## config.mk

```make
export PLATFORM = sky130hd
export DESIGN_NAME = mem_req_arbiter
export DESIGN_NICKNAME = d
export VERILOG_FILES = /design/src/rtl/mem_req_arbiter.sv
export SDC_FILE = /design/constraint.sdc
export NUM_CORES = 1
export LEC_CHECK = 0
export CORE_MARGIN = 10
export CORE_UTILIZATION = 28
export CTS_CLUSTER_SIZE = 20
export DETAILED_ROUTE_END_ITERATION = 6
export PLACE_DENSITY = 0.66
export SETUP_SLACK_MARGIN = 0.5
export SYNTH_ARGS = -nofsm -noshare
export SYNTH_HDL_FRONTEND = slang
export SYNTH_SLANG_ARGS = --single-unit
```

## constraint.sdc

```tcl
create_clock -name clock -period 3.89 [get_ports clock]
set_clock_uncertainty 0.15 [all_clocks]
set_input_delay 0.778 -clock clock [delete_from_list [all_inputs] [get_ports clock]]
set_output_delay 0.778 -clock clock [all_outputs]
set_load 0.01 [all_outputs]
```

## src/rtl/mem_req_arbiter.sv

```systemverilog
// Memory-side request arbiter for the dcache/icache request protocol.
// Picks one request per cycle for main memory, returns the accept to the
// winner, records which cache owns each outstanding load tag and routes
// tagged response blocks back to the owning cache one cycle later.
module mem_req_arbiter #(
  parameter int TAG_BITS     = 4,
  parameter int ADDR_BITS    = 32,
  parameter int BLOCK_BITS   = 64,
  parameter int STARVE_LIMIT = 4
) (
  input  logic                  clock,
  input  logic                  reset,
  input  logic                  d_req_valid,
  input  logic [1:0]            d_req_cmd,
  input  logic [ADDR_BITS-1:0]  d_req_addr,
  input  logic [BLOCK_BITS-1:0] d_req_data,
  output logic                  d_req_accepted,
  input  logic                  i_req_valid,
  input  logic [1:0]            i_req_cmd,
  input  logic [ADDR_BITS-1:0]  i_req_addr,
  output logic                  i_req_accepted,
  output logic [1:0]            mem_cmd,
  output logic [ADDR_BITS-1:0]  mem_addr,
  output logic [BLOCK_BITS-1:0] mem_data,
  input  logic [TAG_BITS-1:0]   mem_req_tag,
  input  logic [BLOCK_BITS-1:0] mem_resp_data,
  input  logic [TAG_BITS-1:0]   mem_resp_tag,
  output logic                  d_resp_valid,
  output logic                  i_resp_valid,
  output logic [BLOCK_BITS-1:0] resp_data,
  output logic [TAG_BITS-1:0]   resp_tag,
  output logic                  protocol_error
);
  localparam int ENTRIES = 1 << TAG_BITS;
  localparam int CNT_W   = $clog2(STARVE_LIMIT + 1);

  localparam logic [1:0] CMD_NONE  = 2'd0;
  localparam logic [1:0] CMD_LOAD  = 2'd1;
  localparam logic [1:0] CMD_STORE = 2'd2;

  typedef enum logic [1:0] {WIN_NONE, WIN_D, WIN_I} win_e;

  win_e                 win;
  logic                 d_req, i_req, starved, tag_ok;
  logic                 accept, alloc, resp_hit, resp_own, dbl_alloc;
  logic [CNT_W-1:0]     starve_cnt;
  logic [ENTRIES-1:0]   tbl_vld;   // entry holds an outstanding load
  logic [ENTRIES-1:0]   tbl_own;   // 0 = dcache, 1 = icache

  // Only load/store from the dcache and load from the icache count as requests.
  assign d_req   = d_req_valid && (d_req_cmd == CMD_LOAD || d_req_cmd == CMD_STORE);
  assign i_req   = i_req_valid && (i_req_cmd == CMD_LOAD);
  assign starved = (starve_cnt >= CNT_W'(STARVE_LIMIT));
  assign tag_ok  = (mem_req_tag != '0);

  // Winner select and memory command mux; nothing issues while in reset.
  always_comb begin
    win      = WIN_NONE;
    mem_cmd  = CMD_NONE;
    mem_addr = '0;
    mem_data = '0;
    if (i_req && (starved || !d_req))
      win = WIN_I;
    else if (d_req)
      win = WIN_D;
    if (win == WIN_D) begin
      mem_cmd  = d_req_cmd;
      mem_addr = d_req_addr;
      mem_data = d_req_data;
    end else if (win == WIN_I) begin
      mem_cmd  = CMD_LOAD;
      mem_addr = i_req_addr;
    end
    if (!reset)
      mem_cmd = CMD_NONE;
  end

  assign d_req_accepted = reset && (win == WIN_D) && tag_ok;
  assign i_req_accepted = reset && (win == WIN_I) && tag_ok;
  assign accept         = d_req_accepted || i_req_accepted;
  assign alloc          = accept && (mem_cmd == CMD_LOAD);

  // Lookup uses pre-edge table; a same-tag free masks the double-alloc error.
  assign resp_hit  = (mem_resp_tag != '0) && tbl_vld[mem_resp_tag];
  assign resp_own  = tbl_own[mem_resp_tag];
  assign dbl_alloc = alloc && tbl_vld[mem_req_tag] &&
                     !(resp_hit && (mem_resp_tag == mem_req_tag));

  // Owner table: free first, allocate last so a same-tag allocate wins.
  always_ff @(posedge clock or negedge reset) begin
    if (!reset) begin
      tbl_vld <= '0;
      tbl_own <= '0;
    end else begin
      if (resp_hit)
        tbl_vld[mem_resp_tag] <= 1'b0;
      if (alloc) begin
        tbl_vld[mem_req_tag] <= 1'b1;
        tbl_own[mem_req_tag] <= i_req_accepted;
      end
    end
  end

  // Registered response routing; data/tag hold between responses.
  always_ff @(posedge clock or negedge reset) begin
    if (!reset) begin
      d_resp_valid <= 1'b0;
      i_resp_valid <= 1'b0;
      resp_data    <= '0;
      resp_tag     <= '0;
    end else begin
      d_resp_valid <= resp_hit && !resp_own;
      i_resp_valid <= resp_hit && resp_own;
      if (resp_hit) begin
        resp_data <= mem_resp_data;
        resp_tag  <= mem_resp_tag;
      end
    end
  end

  // Sticky error on allocation into a live entry.
  always_ff @(posedge clock or negedge reset) begin
    if (!reset)
      protocol_error <= 1'b0;
    else if (dbl_alloc)
      protocol_error <= 1'b1;
  end

  // Counts consecutive icache wait cycles, saturating at the limit.
  always_ff @(posedge clock or negedge reset) begin
    if (!reset)
      starve_cnt <= '0;
    else if (!i_req_valid || i_req_accepted)
      starve_cnt <= '0;
    else if (!starved)
      starve_cnt <= starve_cnt + CNT_W'(1);
  end
endmodule

```

Word level (Yosys, flattened, before mapping):

Cells that the tools add are included.

* $add $sub $neg: 1
* magnitude comparators: 5
* equality and inequality tests: 8
* multiplexer cells: 23
* bitwise operators: 3
* reductions and logical operators: 26

Operators with widths (number)
* $mux 32: 2
* $mux 64: 1
* $mux 16: 2
* $and 16x16->16: 1
* $bwmux 16: 1
* $logic_and 1x1->1: 16
* $not 16->16: 1
* $or 16x16->16: 1
* $bmux 1 s4: 3
* $lt 4x5->1 const B: 2
* $demux 1 s4: 2
* $eq 2x1->1 const B: 4
* $ge 4x1->1 const B: 2
* $reduce_bool 4->1: 2
* $mux 1: 7
* $mux 2: 3
* $mux 3: 2
* $eq 2x2->1 const B: 2
* $eq 4x4->1: 1
* $logic_not 1->1: 4
* $logic_or 1x1->1: 4
* $add 3x1->3 const B: 1
* $ge 3x3->1 const B: 1
* $ne 2x1->1 const B: 1

* bits in registers: 106
* input bits: 208
* word-level logic and storage cells: 74

Longest topological paths before layout:

Gate-level depths: netlist of the first run.

* depth after elaboration: 15
* depth in mapped cells: 7
* mapped depth without buffers: 5

Worst setup path after synthesis of the first run:

No wires, ideal clock.

* kind: input port to output port
* start point: input d_req_cmd[0]
* end point: output mem_data[34]
* arrival: 2.000 ns
* required time: 2.962 ns
* slack: 0.962 ns
* cell stages on the path: 6
* cells stage by stage: xor2_1 o211a_1 clkbuf_1 clkbuf_1 clkbuf_1 and2_1

* word-level cells in the longest chain between the ends: 9

RTL lines
* start, declared: RTL line 14 `input logic [1:0] d_req_cmd,`
* $eq 2x1->1 / $eq 2x2->1 (equally long branches): RTL line 51 `assign d_req = d_req_valid && (d_req_cmd == CMD_LOAD || d_req_cmd == CMD_STORE);`
* $logic_or 1x1->1 *: RTL line 51
* $logic_and 1x1->1 *: RTL line 51
* $logic_not 1->1: RTL line 62 `if (i_req && (starved || !d_req))`
* $logic_or 1x1->1: RTL line 62
* $logic_and 1x1->1: RTL line 62
* $mux 2 *: RTL line 62
* $eq 2x1->1 *: RTL line 66 `if (win == WIN_D) begin`
* $mux 64 *: RTL line 66
* end, declared: RTL line 24 `output logic [BLOCK_BITS-1:0] mem_data,`

Mark *: on every way between the ends. The rest lies on a longest branch, timed or not.

Worst setup path after layout of the first run:

* start point: input d_req_valid
* end point: output mem_addr[1]

* word-level cells in the longest chain between the ends: 8

RTL lines
* start, declared: RTL line 13 `input logic d_req_valid,`
* $logic_and 1x1->1 *: RTL line 51
* $logic_not 1->1: RTL line 62
* $logic_or 1x1->1: RTL line 62
* $logic_and 1x1->1: RTL line 62
* $mux 2 *: RTL line 62
* $eq 2x2->1: RTL line 70 `end else if (win == WIN_I) begin`
* $mux 32: RTL line 70
* $mux 32 *: RTL line 66
* end, declared: RTL line 23 `output logic [ADDR_BITS-1:0] mem_addr,`

Marked as above.

==> run summary, run 1 <==
TritonCTS clock tree: yes
commonest non-fill, non-tap cell in the layout: clkdlybuf4s50_1
drt via density: 4.63
RSZ-0062 raised after global routing: false
async set or reset register ratio after synthesis: 1.00
outcome: finished, final reports clean
TNS Setup: 0 ns
full die area: 25,500 µm²
Remaining Overflow, GRT: 0
post-route clock period utilization: 0.856
Setup-failing EPs final: 0
Cell Area, Synth: 5470 µm²
Die X: 160 µm
remaining routing DRC violations: 0
Synth Instances: 459
Max Fanout on Critical Path: 16
Num CTS Buffers: 9
Nets: 1,063
Detailed Routing Iterations Pass 1: 4
EDFF count, synth: 0
Post-DP HPWL: 20.5 mm
Max Buffers Root-to-Sink: 2
max-slew violations: 0
R2R depth: 5
Top FF cell, synth: dfrtp_1
measured slew at the worst slew-check pin: 0.676 ns
P&R area growth vs syn: 83.3%
R2R Path End: resp_data[16]
Top Ports: 379
core area: 19,300 µm²
largest net degree at the start of global routing: 55
Worst R2R Start: tbl_vld[7]
syn avg cell area: 11.9 µm²
Placer Congestion: 0.880
clk_lat worst skew: 0.34 ns
Tot GR Track Use: 0.187
initial core utilization: 0.283
dominant cells by area after synthesis: dfrtp_1, mux2_2, and2_1, a22o_1, mux4_2
CP Data Arrival Time: 2.40 ns
Netlist cell types: 43
Max VDD drop: 177 µV
Syn. warnings: 0
1st-iter DRT viols: 234
Layout fillers: 1,785
Syn Nets: 669
initial antenna violation count: 3
#FFs+latches synth: 106
Finished Layout Cells: 1,127
Critical Path Sink: mem_addr[1]
routed length per instance: 22.5 µm
CTS sink cnt: 106
Slew HR: 0.550
Clk pin slew, worst setup/hold paths: 0.07 ns
final hold viol count: 0
Hold WC Path Type: reg -> reg
max cap viols: 0
post-synth top area cell: dfrtp_1
Final ANT Viol Nets: 0
sequential area share after synthesis: 0.485
input/output buffers: 378
placed insts: 1,095
# rows: 51
Reg2Reg Setup Slack: 1.56 ns
f_max: 300 MHz
post-layout minimum cycle time: 3.33 ns
Die Ht: 160 µm
post-synth top area share: 0.485
commonest non-fill, non-tap cells in the layout: clkdlybuf4s50_1, dfrtp_1, mux2_2, and2_1, dlygate4sd2_1
layout cells sized above 1: 0.216
root buffer cell: clkbuf_16
Hold Startpoint: tbl_own[0]
CP Capture Type: output pin
startpoint types: input port
DR vias: 5,213
number of hold buffers added after CTS: 0
Leakage: 4.44 nW
crit path from: d_req_valid
drt total wl: 25.3 mm
pwr dens: 361 nW/µm²
Crit path required time: 2.96 ns
CP Class: in -> out
vias in the first global route: 5,626
first-pass GRT wire length: 36.5 mm
H-tree depth: 3
[per-layer routing]
layer | GRT usage | vias up | wire length (µm)
li1 | - | 2425 | -
met1 | 0.187 | 2501 | 9070
met5 | 0 | - | 0
met4 | 0.0800 | 0 | 894
met3 | 0.0761 | 33 | 2400
met2 | 0.336 | 254 | 13000
[registers in the layout, indices dropped and copies added (netlist names)]
name	count
d_resp_valid	1
i_resp_valid	1
protocol_error	1
resp_data	64
resp_tag	4
starve_cnt	3
tbl_own	16
tbl_vld	16
[logic make-up after synthesis]
group	after synthesis	synth area share
simple gates	130	0.135
flops	106	0.485
mux	96	0.217
compound gates	75	0.107
buf+inv	44	0.0417
xor+xnor	6	0.00961
fa+ha+maj	2	0.00458
[stage by stage]
| stage | total power [mW] | utilization | setup slack, ns | instance area [µm²] | hold WS [ns] |
|---|---|---|---|---|---|
| 2_1_floorplan | 1.88 | - | 0.962 | 5470 | 0.275 |
| 3_3_place_gp | 2.70 | 0.499 | 0.0486 | 9640 | 0.217 |
| 3_5_place_dp | 2.72 | 0.499 | 0.0456 | 9640 | 0.217 |
| 4_1_cts | 3.65 | 0.518 | 0.426 | 10000 | 0.234 |
| 5_1_grt | 3.79 | 0.518 | 0.506 | 10000 | 0.243 |
| 6_report | 3.62 | 0.518 | 0.561 | 10000 | 0.228 |
[worst min path at each step]
stage	to	slack, ns	cells past startpoint
after detailed placement	tbl_own[0]	0.22	0
after floorplan	tbl_own[0]	0.27	1
after CTS	tbl_own[0]	0.23	0
after global routing	tbl_own[0]	0.24	0
after global placement	tbl_vld[0]	0.22	0
final	tbl_own[0]	0.23	0
[synthesized netlist by cell type, types with 3 or more instances]
cell type,n
mux2_1,11
dfrtp_1,106
and2_1,66
nor2_1,17
a21o_1,3
a22o_1,33
nand2_1,17
o31ai_1,9
xor2_1,4
mux2_2,69
nand2b_1,7
a21oi_1,3
mux4_2,10
buf_6,8
nor4_1,3
clkbuf_1,22
o21ai_0,15
nor2b_1,5
mux2i_1,6
nand4_1,3
inv_1,10
[timing repair]
item	4_1_cts	5_1_grt
cloned	3	4
gates resized for setup	142	87
endpoints found under the setup margin	100	94
buffers inserted	5	0
pin swaps	4	3
[final cells by class]
type | count | area (µm²) | share of cell area
Timing Repair Buffer | 417 | 4070 | 0.406
Sequential cell | 106 | 2650 | 0.265
Multi-Input combinational cell | 309 | 2620 | 0.261
Tap cell | 265 | 332 | 0.0331
Clock buffer | 10 | 229 | 0.0229
Clock inverter | 6 | 72.6 | 0.00724
Inverter | 10 | 37.5 | 0.00375
Antenna cell | 4 | 10.0 | 0.000999
[worst max-delay path, stage by stage]
cell and delay (ns):
clkdlybuf4s50_1 0.53, buf_4 0.16, a31oi_4 0.10, buf_12 0.14, buf_12 0.12, buf_16 0.15, a22o_1 0.18, clkdlybuf4s15_1 0.24
[power by group]
part	switching (mW)	internal [mW]
sequential	0.0938	1.29
combinational	0.504	0.789
clock	0.430	0.510
total	1.03	2.59
Note: power is estimated with default switching activity, not from simulation.
==> run 2, diff against run 1 <==
--- a/config.mk
+++ b/config.mk
@@ -5,12 +5,12 @@
 export SDC_FILE = /design/constraint.sdc
 export NUM_CORES = 1
 export LEC_CHECK = 0
-export CORE_MARGIN = 10
-export CORE_UTILIZATION = 28
+export CORE_AREA = 2 2 147 149
 export CTS_CLUSTER_SIZE = 20
 export DETAILED_ROUTE_END_ITERATION = 6
-export PLACE_DENSITY = 0.66
+export DIE_AREA = 0 0 149 151
 export SETUP_SLACK_MARGIN = 0.5
 export SYNTH_ARGS = -nofsm -noshare
 export SYNTH_HDL_FRONTEND = slang
 export SYNTH_SLANG_ARGS = --single-unit
+export TNS_END_PERCENT = 5
==> run 2 against run 1 <==
Net effect: via count fell by 3.6%; global-route usage fell by 1.2 points; wire length fell by 21%; die area fell by 12%; utilization fell by 3.5 points; sequential share of layout area fell by 0.13 points; cell area rose by 0.48%; non-clock buffer count fell by 8; final cell count fell by 0.35%; first-iteration DRC count fell by 13%; sequential power barely moved; critical path type unchanged; critical endpoint is now mem_addr[29].
==> run summary, run 2 (same netlist as run 1, synthesis figures left out) <==
CP Data Arrival Time: 2.69 ns (+0.29 ns)
Die X: 149 µm (-6.7%)
Clk network pwr share: 0.252 (-0.008)
pwr dens: 354 nW/µm² (-2.0%)
Top reg by flops: resp_data
first-pass GRT wire length: 30.1 mm (-18%)
Slew HR: 0.506 (-0.0432)
vias in the first global route: 5,170 (-8.1%)
slowest stage cell, crit path: clkdlybuf4s50_1
P&R area growth vs syn: 84.2%
Die Ht: 151 µm (-5.5%)
Net Switching: 951 µW (-7.4%)
Leakage: 4.29 nW (-3.4%)
Tot GR Track Use: 0.175 (-0.0124)
full die area: 22,500 µm² (-12%)
routed length per instance: 17.8 µm (-21%)
CTS sink cnt: 106 (unchanged)
Reg power frac: 0.389 (+0.006)
clk_lat worst skew: 0.34 ns (about the same)
Max VDD drop: 194 µV (+9.8%)
Remaining Overflow, GRT: 0 (unchanged)
commonest non-fill, non-tap cells in the layout: clkdlybuf4s50_1, dfrtp_1, mux2_2, and2_1
commonest non-fill, non-tap cell in the layout: clkdlybuf4s50_1
Final ANT Viol Nets: 0 (unchanged)
switching share of power: 0.267 (-0.0168)
Post-DP HPWL: 15.5 mm (-24%)
Overall Power: 3.56 mW (-1.6%)
startpoint types: input port
Clk pin slew, worst setup/hold paths: 0.07 ns (about the same)
root buffer cell: clkbuf_16
Largest regs: resp_data: 64 flops, tbl_own: 16 flops, tbl_vld: 16 flops
RSZ-0062 raised after global routing: true
n_diodes: 0 (-4)
measured slew at the worst slew-check pin: 0.740 ns (+0.0648 ns)
CP Class: in -> out
Top Ports: 379 (unchanged)
post-layout minimum cycle time: 3.62 ns (+0.288 ns)
R2R depth: 5 (unchanged)
final hold viol count: 0 (unchanged)
Crit path required time: 2.96 ns (about the same)
initial antenna violation count: 0 (-3)
largest net degree at the start of global routing: 59 (+7.3%)
Power Internal: 2.61 mW (+0.75%)
Nets: 1,055 (-0.75%)
max cap viols: 0 (unchanged)
drt via density: 4.47 (-3.3%)
TNS Setup: 0 ns (unchanged)
H-tree depth: 3 (unchanged)
Placer Congestion: 0.939 (+6.7%)
initial core utilization: 0.263 (-0.0202)
CP Capture Type: output pin
core area: 20,800 µm² (+7.7%)
Max Fanout on Critical Path: 23 (+7)
Hold WC Path Type: in -> async
DR vias: 5,025 (-3.6%)
Detailed Routing Iterations Pass 1: 4 (unchanged)
1st-iter DRT viols: 204 (-13%)
input/output buffers: 378 (unchanged)
placed insts: 1,099 (+0.37%)
TritonCTS clock tree: yes
max-slew violations: 0 (unchanged)
f_max: 276 MHz (-8.0%)
drt total wl: 19.9 mm (-21%)
layout cells sized above 1: 0.152 (-0.0635)
# rows: 53 (+3.9%)
min setup slack post-route: 0.273 ns (-0.288 ns)
Finished Layout Cells: 1,123 (-0.35%)
Gate power share: 0.359 (+0.002)
dpl ws: 0.114 ns (+0.0683 ns)
Max Buffers Root-to-Sink: 2 (unchanged)
CP most frequent cell: clkdlybuf4s50_1
Num CTS Buffers: 9 (unchanged)
Layout fillers: 1,936 (+8.5%)
post-route clock period utilization: 0.930 (+0.0740)
Setup-failing EPs final: 0 (unchanged)
Slowest Stage Delay on Critical Path: 0.49 ns (-0.04 ns)
remaining routing DRC violations: 0 (unchanged)
outcome: finished, final reports clean
number of flip-flops in the largest register: 64 (unchanged)
critical path cell sequence: clkdlybuf4s50_1 > nand3b_1 > o211a_4 > buf_12 > buf_16 > a22o_1 > clkdlybuf4s50_1
## run 2: cell types whose count changed in the layout (fill, tap and decap cells not counted), moves of 3 or more
cell,before,now
buf_2,3,0
diode_2,4,0
clkbuf_2,35,0
dlygate4sd2_1,38,33
buf_4,26,21
clkdlybuf4s50_1,272,342
clkdlybuf4s15_2,6,0
clkdlybuf4s15_1,20,0
clkbuf_16,13,9
## run 2: stage by stage
| step | cell area (µm²) | hold slack [ns] | utilization |
|---|---|---|---|
| 3_5_place_dp | 9640 | 0.222 | 0.463 |
| 5_1_grt | 10100 | 0.144 | 0.483 |
| 4_1_cts | 10100 | 0.143 | 0.483 |
| 2_1_floorplan | 5470 | 0.275 | - |
| 6_report | 10100 | 0.148 | 0.483 |
| 3_3_place_gp | 9640 | 0.224 | 0.463 |
## run 2: power by group through the flow
stage                     combinational, mW  sequential, mW  clock, mW
after floorplan                       0.392            1.48          0
after detailed placement               1.28            1.41          0
final                                  1.28            1.39      0.898
after global placement                 1.27            1.40          0
after CTS                              1.30            1.39      0.933
after global routing                   1.37            1.41      0.982
## run 2: layout make-up
cell class / count / area (µm²) / share of cell area
Timing Repair Buffer: 409 / 4130 / 0.410
Sequential cell: 106 / 2650 / 0.263
Multi-Input combinational cell: 309 / 2620 / 0.260
Tap cell: 275 / 344 / 0.0342
Clock buffer: 12 / 246 / 0.0245
Clock inverter: 2 / 38.8 / 0.00385
Inverter: 10 / 37.5 / 0.00373
## run 2: worst max-delay path, delay by kind of cell
kind	cells	cell delay, ns
AO/OA/AOI/OAI	2	0.52
AND/OR/NAND/NOR	1	0.12
buffers and inverters	4	1.25
## run 2: final timing paths
check	startpoint	end	slack [ns]
max	i_req_valid	mem_addr[29]	0.27
min	reset	tbl_vld[9]	0.15
max reg2reg	starve_cnt[2]	tbl_own[3]	1.51
min reg2reg	tbl_own[0]	tbl_own[0]	0.24
max in group asynchronous	reset	tbl_own[8]	2.12
min in group clock	tbl_own[0]	tbl_own[0]	0.24
## run 2: timing repair
action,in CTS,in global routing
resized for setup,39,3
setup endpoints to repair,100,100
hold buffers,0,0
cloned,3,0
buffers inserted,7,0
pin swaps,4,0
## run 2: layer usage
| metal | up-vias | track usage | share of wire |
|---|---|---|---|
| li1 | 2408 | - | - |
| met1 | 2373 | 0.227 | 0.42 |
| met2 | 220 | 0.282 | 0.48 |
| met3 | 24 | 0.0512 | 0.084 |
| met4 | 0 | 0.0519 | 0.016 |
| met5 | - | 0 | 0 |
==> run 3, diff against run 2 <==
--- a/config.mk
+++ b/config.mk
@@ -6,7 +6,6 @@
 export NUM_CORES = 1
 export LEC_CHECK = 0
 export CORE_AREA = 2 2 147 149
-export CTS_CLUSTER_SIZE = 20
 export DETAILED_ROUTE_END_ITERATION = 6
 export DIE_AREA = 0 0 149 151
 export SETUP_SLACK_MARGIN = 0.5
==> results of run 3 <==
No change in the layout: final DEF, timing and power equal those of run 2.
